[src/rtl/l2_meta_pkg.sv]
// Shared types and tree pseudo-LRU helpers for the L2 metadata array.
// Helpers work on max-width vectors; callers zero-extend and truncate.
package l2_meta_pkg;

    typedef enum logic {IDLE, CLEAR} fsm_state_t;

    localparam int MAX_WAYS  = 64;
    localparam int MAX_WAY_W = 6;

    function automatic int tree_levels(input int ways);
        int levels;
        levels = 0;
        for (int l = 0; l < MAX_WAY_W; l++)
            if ((1 << l) < ways) levels++;
        return levels;
    endfunction

    // Lowest invalid way wins; otherwise follow the tree (0 = left, 1 = right).
    function automatic logic [MAX_WAY_W-1:0] plru_victim(
        input logic [MAX_WAYS-2:0] bits,
        input logic [MAX_WAYS-1:0] valid,
        input int                  ways
    );
        logic [MAX_WAY_W-1:0] v;
        logic                 found;
        int                   node;
        v     = '0;
        found = 1'b0;
        for (int w = 0; w < MAX_WAYS; w++) begin
            if (w < ways && !found && !valid[w]) begin
                v     = MAX_WAY_W'(w);
                found = 1'b1;
            end
        end
        if (!found) begin
            node = 0;
            for (int l = 0; l < MAX_WAY_W; l++)
                if (l < tree_levels(ways)) node = 2 * node + 1 + int'(bits[node]);
            v = MAX_WAY_W'(node - (ways - 1));
        end
        return v;
    endfunction

    // Each node on the path to way points away from it.
    function automatic logic [MAX_WAYS-2:0] plru_update(
        input logic [MAX_WAYS-2:0]  bits,
        input logic [MAX_WAY_W-1:0] way,
        input int                   ways
    );
        logic [MAX_WAYS-2:0] nb;
        int                  node;
        int                  levels;
        logic                dir;
        nb     = bits;
        node   = 0;
        levels = tree_levels(ways);
        for (int l = 0; l < MAX_WAY_W; l++) begin
            if (l < levels) begin
                dir      = way[levels - 1 - l];
                nb[node] = ~dir;
                node     = 2 * node + 1 + int'(dir);
            end
        end
        return nb;
    endfunction

endpackage

[src/rtl/l2_plru_tree.sv]
// Combinational tree PLRU for one set: victim choice and post-touch bits.
module l2_plru_tree
    import l2_meta_pkg::*;
#(
    parameter int num_ways = 4,
    parameter int s_way    = $clog2(num_ways)
) (
    input  logic [num_ways-2:0] bits,
    input  logic [num_ways-1:0] valid,
    input  logic [s_way-1:0]    way,
    output logic [s_way-1:0]    victim,
    output logic [num_ways-2:0] next_bits
);

    always_comb begin
        victim    = s_way'(plru_victim((MAX_WAYS-1)'(bits), MAX_WAYS'(valid), num_ways));
        next_bits = (num_ways-1)'(plru_update((MAX_WAYS-1)'(bits), MAX_WAY_W'(way), num_ways));
    end

endmodule

[src/rtl/l2_meta_array.sv]
// L2 metadata store: per-way {valid, dirty, tag} plus tree PLRU per set,
// registered lookup with write-first forwarding and a set-by-set clear sweep.
module l2_meta_array
    import l2_meta_pkg::*;
#(
    parameter int s_index  = 4,
    parameter int s_tag    = 23,
    parameter int num_ways = 4,
    localparam int s_way   = $clog2(num_ways)
) (
    input  logic               clk,
    input  logic               rst,
    input  logic               read,
    input  logic [s_index-1:0] rindex,
    input  logic [s_tag-1:0]   rtag,
    input  logic               load,
    input  logic [s_index-1:0] windex,
    input  logic [s_way-1:0]   wway,
    input  logic [s_tag-1:0]   wtag,
    input  logic               wvalid,
    input  logic               wdirty,
    input  logic               touch,
    input  logic [s_index-1:0] tindex,
    input  logic [s_way-1:0]   tway,
    input  logic               clear_req,
    output logic               busy,
    output logic               rvalid,
    output logic               hit,
    output logic [s_way-1:0]   hit_way,
    output logic [s_way-1:0]   victim_way,
    output logic [s_tag-1:0]   victim_tag,
    output logic               victim_dirty
);

    localparam int num_sets = 1 << s_index;

    logic [num_ways-1:0] valid_q [num_sets];
    logic [num_ways-1:0] dirty_q [num_sets];
    logic [s_tag-1:0]    tag_q   [num_sets][num_ways];
    logic [num_ways-2:0] plru_q  [num_sets];

    fsm_state_t         state;
    logic [s_index-1:0] sweep_idx;

    logic load_en, touch_en, read_en;
    assign load_en  = load  && (state == IDLE);
    assign touch_en = touch && (state == IDLE);
    assign read_en  = read  && (state == IDLE) && !clear_req;

    logic [num_ways-1:0] fwd_way, eff_valid, eff_dirty;
    logic [s_tag-1:0]    eff_tag [num_ways];
    logic [num_ways-2:0] eff_plru, touch_next;
    logic                hit_c;
    logic [s_way-1:0]    hit_way_c, victim_c;
    logic [s_way-1:0]    unused_touch_victim;
    logic [num_ways-2:0] unused_lookup_next;

    l2_plru_tree #(.num_ways(num_ways), .s_way(s_way)) u_touch_tree (
        .bits      (plru_q[tindex]),
        .valid     (valid_q[tindex]),
        .way       (tway),
        .victim    (unused_touch_victim),
        .next_bits (touch_next)
    );

    l2_plru_tree #(.num_ways(num_ways), .s_way(s_way)) u_lookup_tree (
        .bits      (eff_plru),
        .valid     (eff_valid),
        .way       ('0),
        .victim    (victim_c),
        .next_bits (unused_lookup_next)
    );

    // Same-cycle load/touch to the looked-up set is visible to the lookup.
    always_comb begin
        for (int w = 0; w < num_ways; w++) begin
            fwd_way[w]   = load_en && (windex == rindex) && (wway == s_way'(w));
            eff_valid[w] = fwd_way[w] ? wvalid : valid_q[rindex][w];
            eff_dirty[w] = fwd_way[w] ? wdirty : dirty_q[rindex][w];
            eff_tag[w]   = fwd_way[w] ? wtag   : tag_q[rindex][w];
        end
        eff_plru = (touch_en && (tindex == rindex)) ? touch_next : plru_q[rindex];
    end

    always_comb begin
        hit_c     = 1'b0;
        hit_way_c = '0;
        for (int w = num_ways - 1; w >= 0; w--) begin
            if (eff_valid[w] && (eff_tag[w] == rtag)) begin
                hit_c     = 1'b1;
                hit_way_c = s_way'(w);
            end
        end
    end

    always_ff @(posedge clk or posedge rst) begin
        if (rst) begin
            state        <= IDLE;
            busy         <= 1'b0;
            sweep_idx    <= '0;
            rvalid       <= 1'b0;
            hit          <= 1'b0;
            hit_way      <= '0;
            victim_way   <= '0;
            victim_tag   <= '0;
            victim_dirty <= 1'b0;
            for (int s = 0; s < num_sets; s++) begin
                valid_q[s] <= '0;
                dirty_q[s] <= '0;
                plru_q[s]  <= '0;
                for (int w = 0; w < num_ways; w++) tag_q[s][w] <= '0;
            end
        end else begin
            rvalid <= read_en;
            if (read_en) begin
                hit          <= hit_c;
                hit_way      <= hit_way_c;
                victim_way   <= victim_c;
                victim_tag   <= eff_tag[victim_c];
                victim_dirty <= eff_valid[victim_c] & eff_dirty[victim_c];
            end
            case (state)
                IDLE: begin
                    if (load_en) begin
                        valid_q[windex][wway] <= wvalid;
                        dirty_q[windex][wway] <= wdirty;
                        tag_q[windex][wway]   <= wtag;
                    end
                    if (touch_en) plru_q[tindex] <= touch_next;
                    if (clear_req) begin
                        state     <= CLEAR;
                        busy      <= 1'b1;
                        sweep_idx <= '0;
                    end
                end
                CLEAR: begin
                    // Tags survive the sweep; only state bits are dropped.
                    valid_q[sweep_idx] <= '0;
                    dirty_q[sweep_idx] <= '0;
                    plru_q[sweep_idx]  <= '0;
                    sweep_idx          <= sweep_idx + s_index'(1);
                    if (sweep_idx == s_index'(num_sets - 1)) begin
                        state <= IDLE;
                        busy  <= 1'b0;
                    end
                end
                default: state <= IDLE;
            endcase
        end
    end

endmodule
[config.mk]
export PLATFORM = sky130hd
export DESIGN_NAME = l2_meta_array
export DESIGN_NICKNAME = d
export VERILOG_FILES = /design/src/rtl/l2_meta_pkg.sv /design/src/rtl/l2_plru_tree.sv /design/src/rtl/l2_meta_array.sv
export SDC_FILE = /design/constraint.sdc
export NUM_CORES = 2
export LEC_CHECK = 0
export CAP_MARGIN = 20
export CORE_MARGIN = 1.5
export CORE_UTILIZATION = 55
export CTS_CLUSTER_SIZE = 30
export DETAILED_ROUTE_END_ITERATION = 10
export PLACE_DENSITY = 0.74
export SLEW_MARGIN = 5
export SYNTH_ARGS = -nofsm -noshare
export SYNTH_HDL_FRONTEND = slang
export SYNTH_HIERARCHICAL = 1
export SYNTH_SLANG_ARGS = --single-unit
[constraint.sdc]
create_clock -name clk -period 59.4 [get_ports clk]
set_clock_uncertainty 0.2 [all_clocks]
set_input_delay 11.88 -clock clk [delete_from_list [all_inputs] [get_ports clk]]
set_output_delay 11.88 -clock clk [all_outputs]
set_load 0.05 [all_outputs]
### Yosys cells after proc, flatten, opt, wreduce, memory -nomap -nowiden

Cells that the tools add are included.
W data, S select, Z words.

* input bits: 70
* logic and storage cells: 338
* output and inout bits: 31
* register bits after elaboration: 1684

* muxes and demuxes: 115
* reductions and logical operators: 32
* equal/unequal tests: 14
* add/subtract/negate cells: 15
* bitwise logic cells: 15
* $lt $le $gt $ge: 26

Operators with widths (number)
* $bwmux W1472: 1
* $mux W32: 12
* $bmux W92 S4: 1
* $demux W92 S4: 1
* $mux W92: 3
* $pmux W64 S2: 2
* $lt A32 B8 Y1 const B: 6
* $mux W23: 7
* $add A32 B2 Y32 const B: 5
* $add A32 B2 Y32: 4
* $and A64 B64 Y64: 2
* $bwmux W64: 2
* $mux W64: 2
* $pmux W48 S2: 1
* $eq A23 B23 Y1: 4
* $lt A3 B32 Y1 const A: 2
* $lt A4 B32 Y1 const A: 2
* $not A64 Y64: 1
* $bwmux W63: 1
* $and A48 B48 Y48: 1
* $bwmux W48: 1
* $mux W48: 1
* $not A48 Y48: 1
* $bmux W23 S2: 1
* 43 further kinds: 153

### Logic depth before layout (Yosys ltp)

* word-level depth: 56
* depth in mapped cells: 23
* depth with buffers taken out: 15

### Cells and area by module

The synthesis kept the hierarchy.

Modules (own cells, without submodules)
* l2_meta_array: times used 1, area an instance 79660.2 um^2, cells each 6092, sequential area each 42140.4 um^2
* l2_plru_tree: times used 2, area an instance 67.6 um^2, cells each 12, sequential area each 0.0 um^2

### Worst setup path after synthesis

Ideal clock, no wire load.

* path kind: input to register
* from: in rindex[0]
* to: reg victim_tag[20]
* path buffers: 9
* slack: 43.006 ns
* required time: 59.117 ns
* setup time: 0.083 ns
* stages on the path: 21
* arrival time: 16.111 ns
* path through: buf_6 -> buf_6 -> buf_6 -> buf_6 -> buf_4 -> buf_4 -> buf_2 -> mux4_2 -> mux4_2 -> nand2_1 -> o21ai_0 -> mux2i_1 -> a311oi_1 -> clkbuf_1 -> xor2_1 -> or2_2 -> clkbuf_1 -> nor2_1 -> a2111oi_0 -> a21oi_1 -> o21ai_0

* word-level cells in the longest chain between the ends: 44
* elaborated cells on any way between the ends: 86
* classes of those cells: add/sub: 12; eq/ne: 2; mux: 56; bitwise: 2; reduce/logical: 14

RTL lines
* start, declared: RTL line l2_meta_array.sv:14 `input logic [s_index-1:0] rindex,`
* $not A4 Y5 (not written as such): RTL line l2_meta_array.sv:82 `eff_plru = (touch_en && (tindex == rindex)) ? touch_next : plru_q[rindex];`
* $bmux W3 S4: RTL line l2_meta_array.sv:82
* $mux W3 (not written as such) (2 in series): RTL line l2_meta_array.sv:82
* $mux W3 *: RTL line l2_meta_array.sv:82
* named net eff_plru[0]: RTL line l2_meta_array.sv:52 `logic [num_ways-2:0] eff_plru, touch_next;`
* parallel branches: the longest is 31 deep, another holds $add A32 B2 Y32
* $mux W2 *: RTL line l2_meta_pkg.sv:38 `if (l < tree_levels(ways)) node = 2 * node + 1 + int'(bits[node]);`
* $mux W2 *: RTL line l2_meta_pkg.sv:35 `if (!found) begin`
* $sub A2 B1 Y2 *: RTL line l2_meta_pkg.sv:39 `v = MAX_WAY_W'(node - (ways - 1));`
* $mux W2 *: RTL line l2_meta_pkg.sv:35
* named net victim_c[0]: RTL line l2_meta_array.sv:54 `logic [s_way-1:0] hit_way_c, victim_c;`
* $not A2 Y3 (not written as such) *: RTL line l2_meta_array.sv:119 `victim_tag <= eff_tag[victim_c];`
* $bmux W23 S2 *: RTL line l2_meta_array.sv:119
* $mux W23 (not written as such) * (2 in series): RTL line l2_meta_array.sv:119
* end signal, assigned: RTL line l2_meta_array.sv:119
* end, declared: RTL line l2_meta_array.sv:31 `output logic [s_tag-1:0] victim_tag,`

Mark *: on every way through the listed nets, which the timed path passes. The select of a mux whose other input is x is not followed.
A chain may end at the register's enable or synchronous reset.

### Final worst setup path

* from: in rindex[0]
* to: reg victim_tag[8]

* elaborated cells on any way between the ends: 86
* classes of those cells: add/sub: 12; eq/ne: 2; mux: 56; bitwise: 2; reduce/logical: 14

RTL lines
* $not A4 Y5 (not written as such): RTL line l2_meta_array.sv:78 `eff_valid[w] = fwd_way[w] ? wvalid : valid_q[rindex][w];`
* $bmux W4 S4: RTL line l2_meta_array.sv:78
* $mux W4 (not written as such) (2 in series): RTL line l2_meta_array.sv:78
* $mux W1 *: RTL line l2_meta_array.sv:78
* named net eff_valid[2]: RTL line l2_meta_array.sv:50 `logic [num_ways-1:0] fwd_way, eff_valid, eff_dirty;`
* $logic_not A1 Y1 *: RTL line l2_meta_pkg.sv:30 `if (w < ways && !found && !valid[w]) begin`
* $logic_and A1 B1 Y1 *: RTL line l2_meta_pkg.sv:30
* $mux W1: RTL line l2_meta_pkg.sv:30
* $logic_not A1 Y1: RTL line l2_meta_pkg.sv:30
* $logic_and A1 B1 Y1: RTL line l2_meta_pkg.sv:30
* $mux W2 or $mux W1 (tied branches): RTL line l2_meta_pkg.sv:30
* $mux W2 *: RTL line l2_meta_pkg.sv:35
* named net victim_c[1]: RTL line l2_meta_array.sv:54
* $not A2 Y3 (not written as such) *: RTL line l2_meta_array.sv:119
* $bmux W23 S2 *: RTL line l2_meta_array.sv:119
* $mux W23 (not written as such) * (2 in series): RTL line l2_meta_array.sv:119

Mark *: on every way through the listed nets, which the timed path passes. The rest lies on a longest branch. The select of a mux whose other input is x is not followed.

==> results_dict.tcl <==
set metrics [dict create \
    grtUsageMet2_pct 51.4 \
    crit_type "input port to flop" \
    htree_levels 4 \
    layout-drive-gt1-share_pct 34.5 \
    routed_via_density 6.74 \
    place_hpwl_um 155000 \
    setup_viol 0 \
    cp.required_ns 59.94 \
    syn_nets 6152 \
    clock_sinks 1684 \
    max-vdd-ir-drop_mv 0.0340 \
    rsz0062_at_grt "false" \
    first_iter_violations 6298 \
    drc 0 \
    syn-instance-count 6078 \
    slowest_stage "buf_4" \
    syn_to_final_growth_pct 10.4 \
    grt_usage_pct 34.8 \
    avgSynthCellArea_um2 13.0 \
    final_antenna_net_count 0 \
    num_rows 139 \
    switching_share_pct 27.4 \
    met3_usage_pct 10.5 \
    worstPathArrival_ns 17.86 \
    ctsRootBufferMaster "clkbuf_16" \
    stdcell_area_um2 87400 \
    ctsResizeCount 0 \
    worstPathMaxFanout 78 \
    initial_core_util_pct 55.2 \
    grt_max_degree 184 \
    post_cts_buffers 0 \
    yosysWarnings 6 \
    overflow 0 \
    tightest_slew_ns 1.21 \
    cts_buffers 172 \
    vias 53900 \
    critical_path.max_stage_delay_ns 0.66 \
    cp_num_buf_inv 6 \
    clk_latency_ns 0.82 \
    portBuffers 100 \
    fillers 10900 \
    placed_area_um2 81500 \
    fin_hold_ws_ns 0.275 \
    regArea_um2 42100 \
    fin_crit_sh_pct 29.1 \
    antenna_found_initial 18 \
    crit_path_end_kind "flop" \
    grt_first_pass_wirelength_um 371000 \
    slew_viol_final 0 \
    power_frac_comb_pct 12.7 \
    fin_nets 6029 \
    hold_violations 0 \
    finalCriticalPeriod_ns 17.31 \
    fp.dieH_um 382 \
    core_region_area_um2 143000 \
    avgRoutedWirePerCell_um 31.6 \
    die_area_um2 146000 \
    total_power_mw 2.74 \
    slew_headroom_pct 18.4 \
    grt-busiest-layer "met2" \
    cts_tree "yes" \
    multiInputGateArea_um2 34500 \
    p_switching_mw 0.752 \
    pwr-share-seq_pct 47.3 \
    startpoint_type "input port" \
    cts_hold_buf 0 \
    clkPwrFrac_pct 39.9 \
    cap_violations 0 \
    routed_wl_um 253000 \
    dieWidth_um 382 \
    p_per_area_nw_per_um2 31.3 \
    hold_path.class "flop to flop" \
    cts.path.max_buffers 3 \
    critPathTopFamily "buffers and inverters" \
    leakage_nw 40.5 \
    cp_cell_sequence "buf_8 > buf_4 > buf_12 > mux4_2 > mux4_2 > and2_1 > a21oi_1 > inv_1 > a31oi_4 > buf_4 > inv_1 > a21boi_0 > nor2_1 > a2111oi_0 > a21oi_1 > o21ai_0" \
    synthesis.area_um2 79200 \
    fmax_mhz 57.8 \
    fin_setup_tns_ns 0 \
    io_pins 101 \
    status "finished, final reports clean" \
    gp_congestion 0.978 \
    p_int_mw 1.99 \
    first_global_vias 54300 \
    grtUsageMet1_pct 47.6 \
    path_clk_slew_ns 0.07 \
    dr.pass1.iters 8 \
]
==> state kept, by name (all words and copies together), names as in the netlist, 2 cells and up <==
| name | cells |
|---|---|
| victim_way | 2 |
| valid_q | 64 |
| plru_q | 48 |
| dirty_q | 64 |
| sweep_idx | 4 |
| tag_q | 1472 |
| victim_tag | 23 |
| hit_way | 2 |
==> worst register-to-register path, delay by kind of cell, from the launching register on <==
kind,cells,cell delay (ns)
compound gates,6,2.10
simple gates,5,1.57
flops,1,0.36
buf+inv,4,1.53
==> power by group through the flow <==
stage	Combinational, mW	Clock (mW)	Sequential (mW)
floorplan	0.218	0	1.32
global placement	0.333	0	1.31
detailed placement	0.342	0	1.31
CTS	0.343	1.10	1.29
global route	0.371	1.15	1.30
finish	0.349	1.09	1.30
==> stage by stage <==
stage / util, % / setup slack [ns] / cells
4_1_cts: 60.8 / 42.16 / 7990
6_report: 61.0 / 42.09 / 8004
5_1_grt: 61.0 / 41.78 / 7999
3_5_place_dp: 56.9 / 41.32 / 7676
3_3_place_gp: 56.9 / 41.33 / 7676
2_1_floorplan: - / 23.97 / 6078
==> final cells by class <==
class                      count  share of cell area [%]
antenna                        6                  0.0172
clock buffer                 258                    5.82
clock inverter                56                   0.726
inverter                      43                   0.195
multi-input combinational   3777                    39.5
sequential                  1684                    48.2
tap                         1903                    2.73
timing repair buffer         277                    2.77
==> per-layer routing <==
metal,vias to the layer above,wire length (µm)
li1,21800,-
met2,3048,113000
met5,-,180
met4,28,12500
met1,28400,99400
met3,685,28000
==> placed cells by master (no fill, tap or decap), types with 74 or more instances in the layout <==
| cell | instances |
|---|---|
| clkbuf_16 | 173 |
| nand3_1 | 133 |
| dfrtp_1 | 1684 |
| mux4_2 | 427 |
| nor2_1 | 74 |
| mux2i_1 | 89 |
| nand2_1 | 688 |
| clkdlybuf4s50_1 | 82 |
| buf_4 | 166 |
| mux2_2 | 1113 |
| o21ai_0 | 635 |
==> worst paths after layout <==
check                           start             to  slack, ns  depth (start not counted)
max in group asynchronous         rst      tag_q[67]      43.20                          8
hold reg to reg            tag_q[607]     tag_q[607]       0.28                          2
setup reg to reg                state  victim_tag[8]      53.58                         15
setup / recovery            rindex[0]  victim_tag[8]      42.09                         16
hold / removal             tag_q[607]     tag_q[607]       0.28                          2
min in group asynchronous         rst    tag_q[1313]      11.40                          2
Note: power is estimated with default switching activity, not from simulation.
